===== src/rtl/shift_register_piso_param.sv =====
// Parallel-in serial-out shifter; first bit is presented the cycle after load, no extra latency.
// Backpressure: shift=0 stalls the word in place; load_ready is high only in IDLE or while the last bit is being taken.
module shift_register_piso_param #(
    parameter int WIDTH     = 4,
    parameter bit MSB_FIRST = 1'b1
) (
    input  logic             clk,
    input  logic             rst,
    input  logic [WIDTH-1:0] data,
    input  logic             load_valid,
    output logic             load_ready,
    input  logic             shift,
    output logic             q_out,
    output logic             q_valid,
    output logic             last,
    output logic             busy
);

    localparam int CW = (WIDTH > 1) ? $clog2(WIDTH) : 1;
    localparam logic [CW-1:0] CNT_LAST = CW'(WIDTH - 1);

    typedef enum logic {
        IDLE  = 1'b0,
        SHIFT = 1'b1
    } state_t;

    state_t           state_q, state_d;
    logic [WIDTH-1:0] sreg_q, sreg_d;
    logic [CW-1:0]    cnt_q, cnt_d;
    logic             at_last;
    logic             load_acc;

    always_ff @(posedge clk) begin
        if (rst) begin
            state_q <= IDLE;
            sreg_q  <= '0;
            cnt_q   <= '0;
        end else begin
            state_q <= state_d;
            sreg_q  <= sreg_d;
            cnt_q   <= cnt_d;
        end
    end

    always_comb begin
        at_last    = (state_q == SHIFT) && (cnt_q == CNT_LAST);
        load_ready = (state_q == IDLE) || (at_last && shift);
        load_acc   = load_valid && load_ready;

        state_d = state_q;
        sreg_d  = sreg_q;
        cnt_d   = cnt_q;

        case (state_q)
            IDLE: begin
                if (load_acc) begin
                    state_d = SHIFT;
                    sreg_d  = data;
                    cnt_d   = '0;
                end
            end
            SHIFT: begin
                if (shift) begin
                    if (cnt_q == CNT_LAST) begin
                        // Back-to-back load reuses the final bit cycle, so no idle bubble.
                        if (load_acc) begin
                            sreg_d = data;
                        end else begin
                            state_d = IDLE;
                            sreg_d  = '0;
                        end
                        cnt_d = '0;
                    end else begin
                        sreg_d = MSB_FIRST ? {sreg_q[WIDTH-2:0], 1'b0}
                                           : {1'b0, sreg_q[WIDTH-1:1]};
                        cnt_d  = cnt_q + 1'b1;
                    end
                end
            end
            default: begin
                state_d = IDLE;
                sreg_d  = '0;
                cnt_d   = '0;
            end
        endcase
    end

    always_comb begin
        busy    = (state_q == SHIFT);
        q_valid = busy;
        q_out   = busy && (MSB_FIRST ? sreg_q[WIDTH-1] : sreg_q[0]);
        last    = at_last;
    end

endmodule

===== config.mk =====
export PLATFORM = sky130hd
export DESIGN_NAME = shift_register_piso_param
export DESIGN_NICKNAME = d
export VERILOG_FILES = /design/src/rtl/shift_register_piso_param.sv
export SDC_FILE = /design/constraint.sdc
export NUM_CORES = 1
export LEC_CHECK = 0
export BUFFER_PORTS_ARGS = -buffer_cell sky130_fd_sc_hd__buf_2
export CAP_MARGIN = 20
export CORE_AREA = 2 2 39 41
export DETAILED_ROUTE_END_ITERATION = 16
export DIE_AREA = 0 0 41 43
export SETUP_SLACK_MARGIN = 0.05
export SYNTH_ARGS = -nofsm -noshare
export SYNTH_HDL_FRONTEND = slang
export SYNTH_SLANG_ARGS = --single-unit

===== constraint.sdc =====
create_clock -name clk -period 1.7 [get_ports clk]
set_input_delay 0.17 -clock clk [delete_from_list [all_inputs] [get_ports clk]]
set_output_delay 0.17 -clock clk [all_outputs]
set_load 0.005 [all_outputs]

==> flow_metrics.py <==
metrics = {
    "floorplanning": {
        "initial_utilization_pct": 27.12,
        "coreArea_mm2": 0.001384,
        "ios": 13,
        "die-area_mm2": 0.001763,
        "die_h_um": 43,
        "die_x_um": 41,
        "rows": 14,
    },
    "power": {
        "netSwitchingPower_mw": 0.1055,
        "comb_power_share_pct": 14.6,
        "p_int_mw": 0.2952,
        "pwr-share-clk_pct": 39.2,
        "power_frac_seq_pct": 46.1,
        "irDropWorstVdd_v": 0.0002861,
        "p_per_area_mw_per_mm2": 875.1,
        "cellLeakagePower_nw": 0.2029,
        "switching_share_pct": 26.34,
    },
    "global_routing": {
        "grt_usage_pct": 10.65,
        "grt_antenna_before_repair": 0,
        "grt_max_degree": 12,
        "grt_pass1_vias": 303,
        "grt_pass1_wl_um": 1228,
        "grt-ovfl-total": 0,
    },
    "hold_path": {
        "hp-class": "primary input to flop",
    },
    "detailed_routing": {
        "remaining_drc_errors": 0,
        "vias": 338,
        "first_pass_iters": 4,
        "routedWlPerCell_um": 11.20,
        "wl_um": 795,
        "vias_per_cell": 4.761,
        "drtIter0Drc": 1,
        "antenna_left": 0,
    },
    "synth": {
        "ys_ff_latch": 7,
        "syn-instance-count": 42,
        "synth_edf_count": 0,
        "syn-num-nets": 51,
        "yosysUniqueCellTypes": 24,
        "ys_seq_area_share_pct": 37.33,
        "ys.warnings.count": 0,
        "synth_ff_type": "dfxtp_1",
        "syn_area_um2": 375.4,
        "syn_avg_cell_area_um2": 8.937,
        "synthArstFlopShare_pct": 0,
    },
    "cells_and_area": {
        "multi_input_area_um2": 207.7,
        "antenna_cells": 0,
        "area_growth_syn_to_layout_pct": 22.00,
        "num-nets-final": 65,
        "drive_gt1_share_pct": 36.36,
        "seqCellArea_um2": 140.1,
        "n_fill_cell": 151,
    },
    "clocking": {
        "htreeDepth": 1,
        "cts_tree": "done",
        "clkLatencyLatePin_ps": 250,
        "cts_resized": 0,
        "cts_buffer_depth": 2,
        "hold_buffers": 0,
        "post-cts-setup-buffers": 0,
        "root_buffer": "clkbuf_4",
        "clkTransAtPathRegs_ps": 60,
        "clock_sinks": 7,
        "cts_buffers": 3,
    },
    "setup_path": {
        "start_kind": "flop",
        "cp.buffers_inverters": 1,
        "worst_ep_required_time_ps": 1530,
        "critPathArrivalTime_ps": 1270,
        "crit_fanout": 9,
        "endpoint_kind": "output pin",
        "crit_chain": "ha_1 > a21bo_2 > buf_2",
        "cp_slowest_cell": "dfxtp_1",
        "cpPeakStageDelay_ps": 330,
        "crit_family": "flip-flops",
        "path_class": "flop to output pin",
    },
    "placed_design": {
        "dp_hpwl_um": 599.3,
        "dp_slack_ps": 372.0,
        "gp_congestion": 0.7096,
        "port_buffers": 12,
    },
    "sta": {
        "hold_viol_final": 0,
        "slew_headroom_pct": 76.75,
        "finClkSkew_ps": 1.476,
        "maxSlewViolCount": 0,
        "timing.final.crit_period_ps": 1439,
        "setup_tns_ps": 0,
        "fin_ws_ps": 261.3,
        "fmax_mhz": 695.1,
        "setup_violations": 0,
        "worst_pin_slew_ps": 348.3,
        "min_period_over_period_pct": 84.63,
        "rsz0062_at_grt": "no",
    },
    "status": {
        "outcome": "complete, no violations",
    },
    "flow_run": {
        "maxCapViolations": 0,
    },
}
[routing by layer]
metal | routed length [um] | GRT usage [%] | vias to the layer above
met2 | 347 | 13.44 | 9
met1 | 394 | 14.52 | 146
met3 | 35 | 0 | 2
met4 | 17 | 12.00 | 0
met5 | 0 | 0 | -
li1 | - | - | 181
[synth_stat cells, types with 2 or more instances]
| library cell | count | area, um^2 |
|---|---|---|
| a21oi_1 | 2 | 10.01 |
| a311oi_1 | 2 | 17.52 |
| a32oi_1 | 2 | 17.52 |
| and2_1 | 2 | 12.51 |
| dfxtp_1 | 7 | 140.1 |
| mux2_2 | 2 | 22.52 |
| nor2_1 | 6 | 22.52 |
| nor2b_1 | 2 | 12.51 |
| nor4_1 | 2 | 12.51 |
[state kept, by name, indices dropped and copies added (netlist names)]
signal and cells:
cnt_q 2, busy 1, sreg_q 4
[power by group through the flow]
stage,Clock (mW),Sequential [mW],Combinational [mW]
floorplan,0,0.184,0.0421
global placement,0,0.188,0.0588
detailed placement,0,0.188,0.0589
CTS,0.158,0.185,0.0590
global route,0.167,0.186,0.0676
finish,0.157,0.185,0.0586
[layout make-up]
type	instances	area share (%)
timing repair buffer	12	13.11
inverter	1	0.8197
tap	16	4.372
clock buffer	4	5.738
sequential	7	30.60
multi-input combinational	31	45.36
[worst paths after layout]
kind	end	depth (start not counted)	startpoint	slack, ps
max	load_ready	3	cnt_q[0]	260
min	cnt_q[0]	2	rst	170
max reg2reg	sreg_q[1]	4	cnt_q[0]	340
min reg2reg	cnt_q[0]	2	cnt_q[0]	490
[per-stage QoR]
stage	instance area, um^2	total power [mW]	hold WS (ps)	util, %	instances
2_1_floorplan	375.4	0.2257	232.4	-	42
3_3_place_gp	431.7	0.2465	436.9	31.19	67
3_5_place_dp	431.7	0.2471	434.9	31.19	67
4_1_cts	457.9	0.4021	167.5	33.09	71
5_1_grt	457.9	0.4207	178.0	33.09	71
6_report	457.9	0.4007	165.1	33.09	71
[logic make-up after synthesis]
group | synth area share (%)
AO/OA/AOI/OAI | 18.67
buffers and inverters | 7.332
adder cells (fa/ha/maj) | 3.333
flip-flops | 37.33
AND/OR/NAND/NOR | 24.66
multiplexers | 8.666
[layout by cell type (no fill, tap or decap), drive strengths merged]
| master | count |
|---|---|
| a21oi | 3 |
| nor2b | 2 |
| a311oi | 2 |
| nand2 | 2 |
| ha | 1 |
| nor4 | 2 |
| nor2 | 6 |
| nor3 | 1 |
| a32oi | 2 |
| or3 | 1 |
| clkbuf | 4 |
| buf | 12 |
| dfxtp | 7 |
| nand3 | 1 |
| nand2b | 1 |
| mux2 | 2 |
| and2 | 2 |
| inv | 1 |
| mux2i | 1 |
| o22ai | 1 |
| a21bo | 1 |
(Power assumes the default switching activity.)
